`src/rtl/mac_wb_stage.sv`:
```
// Unsigned multiply-accumulate execution stage: takes one (a, b, c) triple, computes a*b + c
// after a fixed latency and returns the double-width result as two write-data words, low first.
module mac_wb_stage #(
    parameter int unsigned DATA_W  = 32,
    parameter int unsigned MUL_LAT = 2
) (
    input  logic                  clk,
    input  logic                  arst_ni,
    input  logic [DATA_W-1:0]     operand_a_i,
    input  logic [DATA_W-1:0]     operand_b_i,
    input  logic [2*DATA_W-1:0]   operand_c_i,
    input  logic                  operation_valid_i,
    output logic                  operation_ready_o,
    output logic [DATA_W-1:0]     wr_data_o,
    output logic                  wr_data_valid_o,
    input  logic                  wr_data_ready_i,
    output logic                  overflow_o,
    output logic                  drop_o,
    output logic [15:0]           result_count_o
);

    typedef logic [DATA_W-1:0]   data_t;
    typedef logic [2*DATA_W-1:0] w_data_t;

    typedef enum logic [1:0] {
        IDLE    = 2'd0,
        CALC    = 2'd1,
        SEND_LO = 2'd2,
        SEND_HI = 2'd3
    } state_e;

    localparam int unsigned      CNT_W    = 3;
    localparam logic [CNT_W-1:0] CNT_LOAD = CNT_W'(MUL_LAT - 1);
    localparam logic [CNT_W-1:0] CNT_ZERO = {CNT_W{1'b0}};
    localparam logic [CNT_W-1:0] CNT_ONE  = {{(CNT_W-1){1'b0}}, 1'b1};

    state_e         state_r, state_nxt_s;
    logic [CNT_W-1:0] cnt_r, cnt_nxt_s;
    data_t          a_r, a_nxt_s;
    data_t          b_r, b_nxt_s;
    w_data_t        c_r, c_nxt_s;
    w_data_t        res_r, res_nxt_s;
    logic           ovf_r, ovf_nxt_s;
    logic [15:0]    count_r, count_nxt_s;
    logic           drop_r, drop_nxt_s;

    logic           op_ready_r, op_ready_nxt_s;
    logic           wr_valid_r, wr_valid_nxt_s;
    data_t          wr_data_r, wr_data_nxt_s;
    logic           ovf_out_r, ovf_out_nxt_s;

    w_data_t        prod_s;
    logic [2*DATA_W:0] sum_s;

    // Full-width product plus addend, keeping the carry out of 2*DATA_W bits.
    assign prod_s = {{DATA_W{1'b0}}, a_r} * {{DATA_W{1'b0}}, b_r};
    assign sum_s  = {1'b0, prod_s} + {1'b0, c_r};

    // Next-state, datapath and next-output computation.
    always_comb begin
        state_nxt_s = state_r;
        cnt_nxt_s   = cnt_r;
        a_nxt_s     = a_r;
        b_nxt_s     = b_r;
        c_nxt_s     = c_r;
        res_nxt_s   = res_r;
        ovf_nxt_s   = ovf_r;
        count_nxt_s = count_r;

        case (state_r)
            IDLE: begin
                if (operation_valid_i) begin
                    a_nxt_s     = operand_a_i;
                    b_nxt_s     = operand_b_i;
                    c_nxt_s     = operand_c_i;
                    cnt_nxt_s   = CNT_LOAD;
                    state_nxt_s = CALC;
                end else begin
                    state_nxt_s = IDLE;
                end
            end
            CALC: begin
                if (cnt_r == CNT_ZERO) begin
                    res_nxt_s   = sum_s[2*DATA_W-1:0];
                    ovf_nxt_s   = sum_s[2*DATA_W];
                    state_nxt_s = SEND_LO;
                end else begin
                    cnt_nxt_s   = cnt_r - CNT_ONE;
                end
            end
            SEND_LO: begin
                if (wr_data_ready_i) begin
                    state_nxt_s = SEND_HI;
                end else begin
                    state_nxt_s = SEND_LO;
                end
            end
            SEND_HI: begin
                if (wr_data_ready_i) begin
                    count_nxt_s = count_r + 16'd1;
                    state_nxt_s = IDLE;
                end else begin
                    state_nxt_s = SEND_HI;
                end
            end
            default: begin
                state_nxt_s = IDLE;
            end
        endcase

        // A triple offered while not ready is discarded and remembered until reset.
        if (operation_valid_i && !op_ready_r) begin
            drop_nxt_s = 1'b1;
        end else begin
            drop_nxt_s = drop_r;
        end

        // Outputs are decoded from the next state so they can be registered.
        op_ready_nxt_s = 1'b0;
        wr_valid_nxt_s = 1'b0;
        wr_data_nxt_s  = {DATA_W{1'b0}};
        ovf_out_nxt_s  = 1'b0;
        case (state_nxt_s)
            IDLE: begin
                op_ready_nxt_s = 1'b1;
            end
            CALC: begin
                op_ready_nxt_s = 1'b0;
            end
            SEND_LO: begin
                wr_valid_nxt_s = 1'b1;
                wr_data_nxt_s  = res_nxt_s[DATA_W-1:0];
            end
            SEND_HI: begin
                wr_valid_nxt_s = 1'b1;
                wr_data_nxt_s  = res_nxt_s[2*DATA_W-1:DATA_W];
                ovf_out_nxt_s  = ovf_nxt_s;
            end
            default: begin
                op_ready_nxt_s = 1'b0;
            end
        endcase
    end

    // State, datapath and output registers with asynchronous reset.
    always_ff @(posedge clk or negedge arst_ni) begin
        if (!arst_ni) begin
            state_r    <= IDLE;
            cnt_r      <= CNT_ZERO;
            a_r        <= {DATA_W{1'b0}};
            b_r        <= {DATA_W{1'b0}};
            c_r        <= {(2*DATA_W){1'b0}};
            res_r      <= {(2*DATA_W){1'b0}};
            ovf_r      <= 1'b0;
            count_r    <= 16'd0;
            drop_r     <= 1'b0;
            op_ready_r <= 1'b1;
            wr_valid_r <= 1'b0;
            wr_data_r  <= {DATA_W{1'b0}};
            ovf_out_r  <= 1'b0;
        end else begin
            state_r    <= state_nxt_s;
            cnt_r      <= cnt_nxt_s;
            a_r        <= a_nxt_s;
            b_r        <= b_nxt_s;
            c_r        <= c_nxt_s;
            res_r      <= res_nxt_s;
            ovf_r      <= ovf_nxt_s;
            count_r    <= count_nxt_s;
            drop_r     <= drop_nxt_s;
            op_ready_r <= op_ready_nxt_s;
            wr_valid_r <= wr_valid_nxt_s;
            wr_data_r  <= wr_data_nxt_s;
            ovf_out_r  <= ovf_out_nxt_s;
        end
    end

    assign operation_ready_o = op_ready_r;
    assign wr_data_valid_o   = wr_valid_r;
    assign wr_data_o         = wr_data_r;
    assign overflow_o        = ovf_out_r;
    assign drop_o            = drop_r;
    assign result_count_o    = count_r;

endmodule

```
`config.mk`:
```
export PLATFORM = sky130hd
export DESIGN_NAME = mac_wb_stage
export DESIGN_NICKNAME = d
export VERILOG_FILES = /design/src/rtl/mac_wb_stage.sv
export SDC_FILE = /design/constraint.sdc
export NUM_CORES = 2
export LEC_CHECK = 0
export CORE_ASPECT_RATIO = 0.7
export CORE_MARGIN = 3
export CORE_UTILIZATION = 37
export DETAILED_ROUTE_END_ITERATION = 10
export DONT_BUFFER_PORTS = 1
export SYNTH_ARGS = -nofsm -noshare
export SYNTH_HDL_FRONTEND = slang
export SYNTH_SLANG_ARGS = --single-unit
export TNS_END_PERCENT = 10
```
`constraint.sdc`:
```
create_clock -name clk -period 8.2 [get_ports clk]
set_input_delay 1.64 -clock clk [delete_from_list [all_inputs] [get_ports clk]]
set_output_delay 1.64 -clock clk [all_outputs]
set_load 0.05 [all_outputs]
```
==> summary.md <==
| Metric | Value |
|---|---|
| Num CTS Buffers | `31` |
| R2R depth | `24` |
| Count leader, synth | `inv_1` |
| Rows | `105` |
| Core Area | `118000 um^2` |
| Nets | `5991` |
| Dpl cells | `6164` |
| Initial Util | `37.6%` |
| GRT Total Usage | `20.7%` |
| Final setup vio count | `0` |
| Drt first pass iters | `5` |
| Count of different cell masters after synthesis | `67` |
| Total Neg Setup Slack | `0 ps` |
| Min-Delay Endpoint | `res_r[10]$_DFF_PN0_` |
| Syn Nets | `6064` |
| Area delta synth->final | `7.80%` |
| Fillers | `11700` |
| Vias in the first global route | `32600` |
| Slowest cell on the critical path | `dfrtp_1` |
| Layout cell share with drive strength beyond 1 | `7.49%` |
| RSZ-0062 raised after global routing | `yes` |
| R2r endpoint | `res_r[51]$_DFF_PN0_` |
| Detailed placement HPWL | `102 mm` |
| Antenna Violating Nets Remaining | `0` |
| Cell Area, Synth | `44300 um^2` |
| H-tree lvl count | `1` |
| Setup WS pre-CTS | `105 ps` |
| Post-synth EDFFs | `0` |
| Initial antenna violation count | `23` |
| Yosys reg bits | `250` |
| Worst-path clk slew | `70 ps` |
| HP Class | `reg -> reg` |
| Max cap viols | `0` |
| Reg2Reg Launch Point | `a_r[17]$_DFFE_PN0P_` |
| Post-DR wirelength/cell | `19.8 um` |
| CP Class | `reg -> reg` |
| Clock period minus worst slack | `7930 ps` |
| Final Skew | `30.7 ps` |
| Post-synthesis sequential area ratio | `14.1%` |
| WHS Path Cells | `2` |
| Grt total ovfl | `0` |
| Final Hold Fails | `0` |
| Final GP Congestion | `0.912` |
| Critical path capture point type | `flop` |
| Run status | `completed` |
| CTS tree | `done` |
| Die W | `420 um` |
| Syn avg cell area | `9.39 um^2` |
| Util after Layout | `40.5%` |
| Initial drt markers | `2198` |
| Port bufs | `0` |
| Clock root cell | `clkbuf_16` |
| Worst Path Arrival | `8420 ps` |
| First-pass GRT wire length | `197 mm` |
| Via Count | `30700` |
| Die height | `296 um` |
| Yosys warns | `0` |
| Synth top cells by count | `inv_1 (1095), fa_1 (961), nand2_1 (764), and2_1 (465), ha_1 (251)` |
| Die area | `124000 um^2` |
| Synth area leader | `fa_1` |
| Routed WL | `124 mm` |
| Yosys top cell area share | `43.4%` |
| Hold Startpoint | `res_r[10]$_DFF_PN0_` |
| FFs w/ async S/R, synth | `100%` |
| Synth Flop Type | `dfrtp_1` |
| CP dominant cell by count | `fa_1` |
| Main area contributors after synthesis | `fa_1 (43%), dfrtp_1 (14%), inv_1 (9.3%), ha_1 (7.1%), and2_1 (6.6%)` |
| CP max stage delay | `710 ps` |
| Setup crit start kind | `flop` |
| Max-slew headroom | `27.4%` |
| Crit-path cells | `buf_4 > buf_4 > nand2_1 > fa_1 > inv_1 > fa_1 > fa_1 > fa_1 > fa_1 > fa_1 > fa_1 > inv_1 > fa_1 > inv_1 > ha_1 > and4_2 > nand2_1 > a2bb2oi_1 > o21ai_1 > or4_1 > o21ai_1 > o21ai_1 > xnor2_1 > o21ai_1` |
| I/O pin cnt | `184` |
| Number of sinks on the clock net | `250` |
| Remaining DRCs | `0` |
| Flop2flop setup slack | `270 ps` |
| Crit-path max FO | `14` |
| Final setup margin | `269 ps` |
| Largest net degree at the start of global routing | `251` |
| DR vias/cell | `4.92` |
| Finished Layout Cells | `6234` |
| Final number of max-transition violations | `0` |
| Slew @ Worst Pin | `1090 ps` |
| Synth Instances | `4720` |
| Critical Path RT | `8690 ps` |
| Max Buffers Root-to-Sink | `3` |
| Worst-Skew Late Latency | `670 ps` |
| Final Cycle Share | `96.7%` |
| Fmax | `0.126 GHz` |
[placed cells by master, fill, tap and decap left out, types with 8 or more instances in the layout]
| cell type | Yosys | final |
|---|---|---|
| a211oi_1 | 8 | 8 |
| nor3_1 | 10 | 10 |
| buf_4 | 3 | 138 |
| clkbuf_16 | 0 | 31 |
| o21ai_1 | 44 | 44 |
| mux2_2 | 89 | 89 |
| a21o_1 | 42 | 42 |
| fa_1 | 961 | 961 |
| buf_12 | 0 | 13 |
| dfrtp_2 | 0 | 33 |
| nand4_1 | 16 | 16 |
| a21oi_1 | 78 | 78 |
| o21bai_1 | 18 | 18 |
| xor2_1 | 27 | 27 |
| xnor2_1 | 45 | 45 |
| ha_1 | 251 | 249 |
| o21ai_0 | 100 | 100 |
| diode_2 | 0 | 11 |
| nor2_1 | 42 | 42 |
| nand2_1 | 764 | 764 |
| o21a_1 | 10 | 10 |
| and3_1 | 13 | 13 |
| dfrtp_1 | 249 | 216 |
| and2_1 | 465 | 465 |
| a22o_1 | 20 | 20 |
| inv_1 | 1095 | 1095 |
| and4_1 | 9 | 8 |
| nand3_1 | 26 | 26 |
[worst max-delay path, delay by kind of cell, from the launching register on]
family	cells	cell delay [ps]
AO/OA/AOI/OAI	5	850
buffers and inverters	5	590
adder cells (fa/ha/maj)	9	4330
AND/OR/NAND/NOR	4	1020
XOR/XNOR	1	260
flip-flops	1	710
[stage by stage]
step                      hold WS, ps  instance area [um^2]
after global placement            448                 46600
after detailed placement          458                 46600
after global routing              498                 47800
after CTS                         480                 47700
after floorplan                   435                 44300
final                             479                 47800
[worst max-delay path by stage]
stage	startpoint	endpoint	slack [ps]	cells after the start
6_report	a_r[17]$_DFFE_PN0P_	res_r[51]$_DFF_PN0_	270	24
5_1_grt	a_r[16]$_DFFE_PN0P_	res_r[59]$_DFF_PN0_	-30	25
4_1_cts	b_r[5]$_DFFE_PN0P_	res_r[59]$_DFF_PN0_	100	24
3_5_place_dp	b_r[5]$_DFFE_PN0P_	res_r[59]$_DFF_PN0_	110	24
3_3_place_gp	b_r[6]$_DFFE_PN0P_	res_r[56]$_DFF_PN0_	200	26
2_1_floorplan	a_r[29]$_DFFE_PN0P_	res_r[59]$_DFF_PN0_	1080	27
[metal layers]
layer  part of all wire (%)  track usage, %
met1                     45            29.7
met2                     45            32.1
met3                    8.0            5.06
met4                    2.2            4.04
met5                  0.036               0
[kinds of logic after synthesis]
family,count (synthesis),synth area share (%)
and+or+nand+nor,1366,14.7
buffers and inverters,1353,11.5
adders and majority gates,1212,50.5
AOI/OAI and AO/OA,377,5.47
DFF,250,14.1
muxes,90,2.28
xor gates and xnor gates,72,1.42
[timing repair]
action | 4_1_cts | 5_1_grt
buffers inserted | 0 | 1
resized for setup | 0 | 37
hold buffers | 0 | 0
setup endpoints to repair | 0 | 22
[cell type report]
class	instances	area, um^2	area share, %
multi-input cells	3117	33000	69.0
inverters	1095	4110	8.60
flip-flops and latches	250	6300	13.2
diodes	11	27.5	0.0576
clock inverters	23	319	0.668
clock buffers	35	801	1.68
repair buffers	152	1310	2.74
well taps	1551	1940	4.06
[flip-flops by register name, indices dropped and copies added (netlist names)]
name and flops:
res_r 64, a_r 32, wr_data_valid_o 1, ovf_r 1, b_r 32, cnt_r 3, operation_ready_o 1, result_count_o 16
wr_data_o 32, state_r 2, drop_o 1, c_r 64, overflow_o 1
Power is left out: the tool's default activity adds up to more than one toggle a clock period on the data nets, which glitch-free logic cannot reach.
